**src/rtl/cpu6_div_seq_pkg.sv**
```systemverilog
// Shared constants, funct3 encodings and state encodings for the cpu6 sequential divider.
package cpu6_div_seq_pkg;

  localparam int XLEN                 = 32;
  localparam int CNT_W                = 5;
  localparam int CPU6_DIV_STATE_SIZE  = 2;

  localparam logic [CNT_W-1:0] CNT_INIT = 5'd31;

  localparam logic [2:0] F3_DIV  = 3'b100;
  localparam logic [2:0] F3_DIVU = 3'b101;
  localparam logic [2:0] F3_REM  = 3'b110;
  localparam logic [2:0] F3_REMU = 3'b111;

  localparam logic [XLEN-1:0] INT_MIN = 32'h8000_0000;
  localparam logic [XLEN-1:0] ALL_ONE = 32'hFFFF_FFFF;

  typedef enum logic [CPU6_DIV_STATE_SIZE-1:0] {
    ST_IDLE = 2'd0,
    ST_CALC = 2'd1,
    ST_DONE = 2'd2
  } div_state_e;

  // Two's-complement magnitude; INT_MIN maps onto itself, which is the correct unsigned value.
  function automatic logic [XLEN-1:0] mag(input logic [XLEN-1:0] v, input logic neg);
    return neg ? (~v + 32'd1) : v;
  endfunction

endpackage

```
**src/rtl/cpu6_div_seq_if.sv**
```systemverilog
// Request/response handshake bundle between the pipeline and the cpu6 divider.
interface cpu6_div_seq_if;
  logic                                 req_valid;
  logic                                 req_ready;
  logic [2:0]                           funct3;
  logic [cpu6_div_seq_pkg::XLEN-1:0]    src_a;
  logic [cpu6_div_seq_pkg::XLEN-1:0]    src_b;
  logic                                 flush;
  logic                                 resp_valid;
  logic                                 resp_ready;
  logic [cpu6_div_seq_pkg::XLEN-1:0]    result;
  logic                                 busy;

  modport master (
    output req_valid, funct3, src_a, src_b, flush, resp_ready,
    input  req_ready, resp_valid, result, busy
  );

  modport slave (
    input  req_valid, funct3, src_a, src_b, flush, resp_ready,
    output req_ready, resp_valid, result, busy
  );
endinterface

```
**src/rtl/cpu6_div_step.sv**
```systemverilog
// One restoring radix-2 division step: shift in a dividend bit, subtract the divisor if it fits.
module cpu6_div_step
  import cpu6_div_seq_pkg::*;
(
  input  logic [XLEN:0]   rem_in,
  input  logic [XLEN-1:0] divisor,
  input  logic            din,
  output logic [XLEN:0]   rem_out,
  output logic            q_bit
);

  logic [XLEN+1:0] shifted;
  logic [XLEN+1:0] trial;

  assign shifted = {rem_in, din};
  assign trial   = shifted - {2'b00, divisor};
  assign q_bit   = ~trial[XLEN+1];
  assign rem_out = q_bit ? trial[XLEN:0] : shifted[XLEN:0];

endmodule

```
**src/rtl/cpu6_div_seq.sv**
```systemverilog
// Sequential 32-bit DIV/DIVU/REM/REMU unit, one quotient bit per cycle.
// Optional early completion of divide-by-zero / signed overflow: define CPU6_DIV_FASTPATH_EN.
//
// state | meaning
// IDLE  | waiting for a request, req_ready high
// CALC  | 32 restoring steps, then one cycle for sign fix-up into result
// DONE  | result held with resp_valid until consumed or flushed
module cpu6_div_seq
  import cpu6_div_seq_pkg::*;
(
  input  logic           clk,
  input  logic           resetn,
  cpu6_div_seq_if.slave  bus
);

  div_state_e       state, state_nxt;
  logic [CNT_W-1:0] cnt;
  logic             fin;
  logic [XLEN:0]    rem;
  logic [XLEN-1:0]  quo;
  logic [XLEN-1:0]  divisor;
  logic [XLEN-1:0]  a_raw;
  logic [XLEN-1:0]  result_q;
  logic             is_signed, is_rem, sign_a, sign_b, div_zero, ovf;

  logic [2:0]       f3_norm;
  logic             in_signed, in_rem, in_sign_a, in_sign_b;
  logic             accept, fast, unused_f3;
  logic [XLEN:0]    rem_nxt;
  logic             q_bit;
  logic [XLEN-1:0]  q_fix, r_fix, final_res;

  assign unused_f3 = bus.funct3[2];
  assign f3_norm   = {1'b1, bus.funct3[1:0]};
  assign in_signed = (f3_norm == F3_DIV) || (f3_norm == F3_REM);
  assign in_rem    = (f3_norm == F3_REM) || (f3_norm == F3_REMU);
  assign in_sign_a = in_signed & bus.src_a[XLEN-1];
  assign in_sign_b = in_signed & bus.src_b[XLEN-1];

  assign accept = (state == ST_IDLE) & bus.req_valid & ~bus.flush;

`ifdef CPU6_DIV_FASTPATH_EN
  assign fast = div_zero | ovf;
`else
  assign fast = 1'b0;
`endif

  cpu6_div_step u_step (
    .rem_in  (rem),
    .divisor (divisor),
    .din     (quo[XLEN-1]),
    .rem_out (rem_nxt),
    .q_bit   (q_bit)
  );

  always_ff @(posedge clk or negedge resetn) begin
    if (!resetn) state <= ST_IDLE;
    else         state <= state_nxt;
  end

  always_comb begin
    state_nxt = state;
    case (state)
      ST_IDLE: if (accept) state_nxt = ST_CALC;
      ST_CALC: begin
        if (bus.flush)      state_nxt = ST_IDLE;
        else if (fin | fast) state_nxt = ST_DONE;
      end
      ST_DONE: if (bus.flush || bus.resp_ready) state_nxt = ST_IDLE;
      default: state_nxt = ST_IDLE;
    endcase
  end

  always_comb begin
    q_fix = (is_signed & (sign_a ^ sign_b)) ? (~quo + 32'd1) : quo;
    r_fix = (is_signed & sign_a) ? (~rem[XLEN-1:0] + 32'd1) : rem[XLEN-1:0];
    // Special cases override the iterative result so the fast path needs no step data.
    if (div_zero) begin
      q_fix = ALL_ONE;
      r_fix = a_raw;
    end else if (ovf) begin
      q_fix = INT_MIN;
      r_fix = '0;
    end
    final_res = is_rem ? r_fix : q_fix;
  end

  always_ff @(posedge clk or negedge resetn) begin
    if (!resetn) begin
      cnt       <= '0;
      fin       <= 1'b0;
      rem       <= '0;
      quo       <= '0;
      divisor   <= '0;
      a_raw     <= '0;
      result_q  <= '0;
      is_signed <= 1'b0;
      is_rem    <= 1'b0;
      sign_a    <= 1'b0;
      sign_b    <= 1'b0;
      div_zero  <= 1'b0;
      ovf       <= 1'b0;
    end else if (accept) begin
      cnt       <= CNT_INIT;
      fin       <= 1'b0;
      rem       <= '0;
      quo       <= mag(bus.src_a, in_sign_a);
      divisor   <= mag(bus.src_b, in_sign_b);
      a_raw     <= bus.src_a;
      is_signed <= in_signed;
      is_rem    <= in_rem;
      sign_a    <= in_sign_a;
      sign_b    <= in_sign_b;
      div_zero  <= (bus.src_b == '0);
      ovf       <= in_signed && (bus.src_a == INT_MIN) && (bus.src_b == ALL_ONE);
    end else if (state == ST_CALC && !bus.flush) begin
      if (fin | fast) begin
        result_q <= final_res;
      end else begin
        rem <= rem_nxt;
        quo <= {quo[XLEN-2:0], q_bit};
        if (cnt == '0) fin <= 1'b1;
        else           cnt <= cnt - 5'd1;
      end
    end
  end

  assign bus.req_ready  = (state == ST_IDLE);
  assign bus.resp_valid = (state == ST_DONE);
  assign bus.busy       = (state == ST_CALC) || (state == ST_DONE);
  assign bus.result     = result_q;

endmodule

```
**src/flat_wrapper.sv**
```systemverilog
// flat-port wrapper written by rule: the top's interface ports become plain ports
module cpu6_div_seq_flat import cpu6_div_seq_pkg::*;
  (clk, resetn, bus_req_valid, bus_funct3, bus_src_a, bus_src_b, bus_flush, bus_resp_ready, bus_req_ready, bus_resp_valid, bus_result, bus_busy);
  cpu6_div_seq_if bus_i ();
  input  logic clk;
  input  logic resetn;
  input wire logic [$bits(bus_i.req_valid)-1:0] bus_req_valid;
  input wire logic [$bits(bus_i.funct3)-1:0] bus_funct3;
  input wire logic [$bits(bus_i.src_a)-1:0] bus_src_a;
  input wire logic [$bits(bus_i.src_b)-1:0] bus_src_b;
  input wire logic [$bits(bus_i.flush)-1:0] bus_flush;
  input wire logic [$bits(bus_i.resp_ready)-1:0] bus_resp_ready;
  output wire logic [$bits(bus_i.req_ready)-1:0] bus_req_ready;
  output wire logic [$bits(bus_i.resp_valid)-1:0] bus_resp_valid;
  output wire logic [$bits(bus_i.result)-1:0] bus_result;
  output wire logic [$bits(bus_i.busy)-1:0] bus_busy;
  assign bus_i.req_valid = bus_req_valid;
  assign bus_i.funct3 = bus_funct3;
  assign bus_i.src_a = bus_src_a;
  assign bus_i.src_b = bus_src_b;
  assign bus_i.flush = bus_flush;
  assign bus_i.resp_ready = bus_resp_ready;
  assign bus_req_ready = bus_i.req_ready;
  assign bus_resp_valid = bus_i.resp_valid;
  assign bus_result = bus_i.result;
  assign bus_busy = bus_i.busy;
  cpu6_div_seq u_core (.clk(clk), .resetn(resetn), .bus(bus_i));
endmodule
```
**config.mk**
```make
export PLATFORM = sky130hd
export DESIGN_NAME = cpu6_div_seq_flat
export DESIGN_NICKNAME = d
export VERILOG_FILES = /design/src/rtl/cpu6_div_seq_pkg.sv /design/src/rtl/cpu6_div_seq_if.sv /design/src/rtl/cpu6_div_step.sv /design/src/rtl/cpu6_div_seq.sv /design/src/flat_wrapper.sv
export SDC_FILE = /design/constraint.sdc
export NUM_CORES = 1
export LEC_CHECK = 0
export CAP_MARGIN = 20
export CORE_UTILIZATION = 64
export DETAILED_ROUTE_END_ITERATION = 6
export GPL_ROUTABILITY_DRIVEN = 0
export PLACE_DENSITY = 0.87
export SETUP_SLACK_MARGIN = 0.15
export SYNTH_ARGS = -nofsm -noshare
export SYNTH_HDL_FRONTEND = slang
export SYNTH_SLANG_ARGS = --single-unit
```
**constraint.sdc**
```tcl
create_clock -name clk -period 5.8 [get_ports clk]
set_clock_uncertainty 0.05 [all_clocks]
set_input_delay 1.74 -clock clk [delete_from_list [all_inputs] [get_ports clk]]
set_output_delay 1.74 -clock clk [all_outputs]
set_load 0.01 [all_outputs]
```
==> reports/qor.txt <==
Simple-Gate Fraction of Synth Area -> 19.6%
Status -> finished clean
CP Launch Type -> input port
CP startpoint -> bus_src_a[10]
Fin. Hold Viols -> 0
EDFF count, synth -> 0
Area growth syn-to-layout -> 14.5%
Min-delay src -> u_core.a_raw[11]$_DFFE_PN0P_
Worst Setup End Kind -> flop
Worst Tran Pin Value -> 0.834 ns
Mapped cell area -> 12500 um2
Largest net degree at the start of global routing -> 96
Cell chain of the critical path -> clkdlybuf4s50_1 > or4_4 > nor3_4 > nand4_2 > or4_1 > or4_4 > o31ai_4 > xor2_1 > a21oi_1
Net Count, Synth -> 1679
DRT Wirelength -> 35.6 mm
Die Span Y -> 142 um
Crit path DAT -> 4.73 ns
Clk_lat worst skew -> 0.44 ns
Kind of critical path -> in2reg
Port Buffers -> 105
Via/cell ratio -> 6.41
Final ANT Viol Nets -> 0
Post-layout util -> 75.8%
Commonest cells in the netlist -> 269 x nand2_1, 175 x dfrtp_1, 175 x o21ai_0, 104 x a21oi_1, 94 x nor2_1
Power after layout -> 0.00839 W
Initial Utilization -> 66.2%
H-tree depth -> 4
Fmax achieved -> 224 MHz
DRC errors left -> 0
RSZ-0062 raised after global routing -> no
Reg2reg start -> u_core.quo[31]$_DFFE_PN0P_
TritonCTS Buffers -> 17
Adder-Cell Fraction of Synth Area -> 4.35%
Die area -> 20200 um2
Synth Area in XOR/XNOR -> 10.2%
I/O pin count -> 107
Hold_buf cts -> 0
Share of cells above drive strength 1 -> 4.00%
Final setup TNS -> 0 ns
Number of global-route vias before repair -> 11200
Worst VDD drop -> 0.000355 V
Relative slew slack -> 44.4%
Sequential-to-total area share from yosys stat -> 34.9%
GR Util All Layers -> 36.8%
Power Density -> 584 nW/um2
DR vias -> 12100
Most frequent CP cell -> or4_4
Core ar. -> 19000 um2
Crit path largest cell delay -> 0.60 ns
DR pass1 iterations -> 6
GR Overflow Total -> 0
Mapped Cells -> 1564
Final period util -> 77.1%
Compound-Gate Fraction of Synth Area -> 21.9%
Leak Pwr -> 6.09 nW
Root Buffer -> clkbuf_16
Count leader, synth -> nand2_1
Crit-path max FO -> 4
Synth area leader -> dfrtp_1
Initial antenna violation count -> 1
Top post-synthesis cells by area -> dfrtp_1 35%, nand2_1 8.0%, o21ai_0 7.0%
Flops & latches, synth -> 175
CTS tree -> yes
Max-slew violations -> 0
Max cap viols -> 0
Synth unique cells -> 65
First-pass GRT wire length -> 57.8 mm
Worst-case clock buffer depth -> 2
# rows -> 50
Min cycle time layout -> 4.47 ns
Min-Delay Path Class -> reg2reg
Post-CTS setup buffers -> 0
Critical path's slowest cell -> or4_4
Initial DRC Count -> 1441
Final nets -> 1727
Post-detail-place hpwl -> 25.3 mm
Post-Syn Area per Cell -> 8.02 um2
Synth async-reset ratio -> 100%
Critical Path RT -> 6.06 ns
Largest family of logic cells by synthesized area -> compound AO/OA/AOI/OAI gates
Reg clk slew, reported paths -> 0.07 ns
Yosys Warn Count -> 0
DIE WIDTH -> 142 um
Sink Count -> 175
Multiplexer share of the synthesized area -> 4.24%
Final setup fails -> 0
Post-CTS sizing -> 0
Drt wl/cell -> 18.9 um
Synth top area share -> 34.9%
Top_reg_cell synth -> dfrtp_1
-- power breakdown --
part           internal, W  switching (W)
Combinational      0.00200        0.00292
Clock             0.000625       0.000568
Sequential         0.00167       0.000597
-- per-layer routing --
| metal | share of wire [%] | global-route usage [%] | vias up |
|---|---|---|---|
| li1 | - | - | 5598 |
| met1 | 41 | 50.9 | 5656 |
| met2 | 45 | 55.8 | 727 |
| met3 | 10 | 7.87 | 110 |
| met4 | 3.6 | 15.4 | 0 |
| met5 | 0 | 0 | - |
-- cell type report --
type	count	area, um2
Multi-Input combinational cell	1227	7610
Clock inverter	15	188
Tap cell	260	325
Fill cell	1352	4590
Inverter	73	274
Clock buffer	17	425
Antenna cell	1	2.50
Sequential cell	175	4380
Timing Repair Buffer	118	1160
-- placed cells by master (no fill, tap or decap), types with 10 or more instances in the layout --
cell type and instances:
dfrtp_1 175, nor2_1 93, inv_1 73, clkbuf_16 17, nor2b_1 15, ha_1 42, a22oi_1 11, a21oi_1 104
clkdlybuf4s50_1 104, o21a_1 15, o21ai_0 175, o22ai_1 22, o41ai_1 10, nor4_1 15, or3_1 16, nand3_1 16
nand4_1 10, o211ai_1 15, xnor2_1 75, nand2_1 269, o31ai_1 24, xor2_1 70, buf_4 12, mux2i_1 52
a31oi_1 17, nand2b_1 20, nor3_1 27, a211oi_1 12
-- worst max-delay path: cells and delay by family --
family          cells  cell delay (ns)
compound gates      2             0.26
xor+xnor            1             0.17
buf+inv             1             0.48
simple gates        5             2.08
-- stage by stage --
stage	area [um2]	hold slack [ns]	worst slack, ns	instances
after floorplan	12500	0.387	1.66	1564
after detailed placement	13800	0.405	0.911	1853
after global routing	14400	0.431	1.12	1885
after CTS	14400	0.423	1.35	1885
final	14400	0.421	1.33	1886
after global placement	13800	0.403	0.944	1853
-- cell families (layout without fill, tap and decap cells) --
family | count (synthesis) | in the layout
simple gates | 530 | 530
compound gates | 455 | 455
flops | 175 | 175
buf+inv | 162 | 223
xor+xnor | 146 | 146
mux | 53 | 53
fa+ha+maj | 43 | 43
other cells | 0 | 1
-- path summary, 6_finish.rpt --
path | cells after the start | slack (ns) | end
worst min-delay path | 2 | 0.42 | u_core.a_raw[11]$_DFFE_PN0P_
worst max register to register | 12 | 2.09 | u_core.rem[30]$_DFFE_PN0P_
worst max-delay path | 9 | 1.33 | u_core.quo[30]$_DFFE_PN0P_
worst min register to register | 2 | 0.42 | u_core.a_raw[11]$_DFFE_PN0P_
min in group asynchronous | 1 | 1.28 | u_core.divisor[10]$_DFFE_PN0P_
max in group asynchronous | 2 | 3.23 | u_core.quo[7]$_DFFE_PN0P_
-- registers in the layout (all words and copies together) (netlist names) --
name,count
u_core.bus.result,32
u_core.a_raw,32
u_core.quo,32
u_core.rem,33
u_core.div_zero,1
u_core.cnt,5
u_core.fin,1
u_core.state,2
u_core.sign_b,1
u_core.divisor,32
u_core.is_signed,1
u_core.sign_a,1
u_core.is_rem,1
u_core.ovf,1
(Power assumes the default switching activity.)
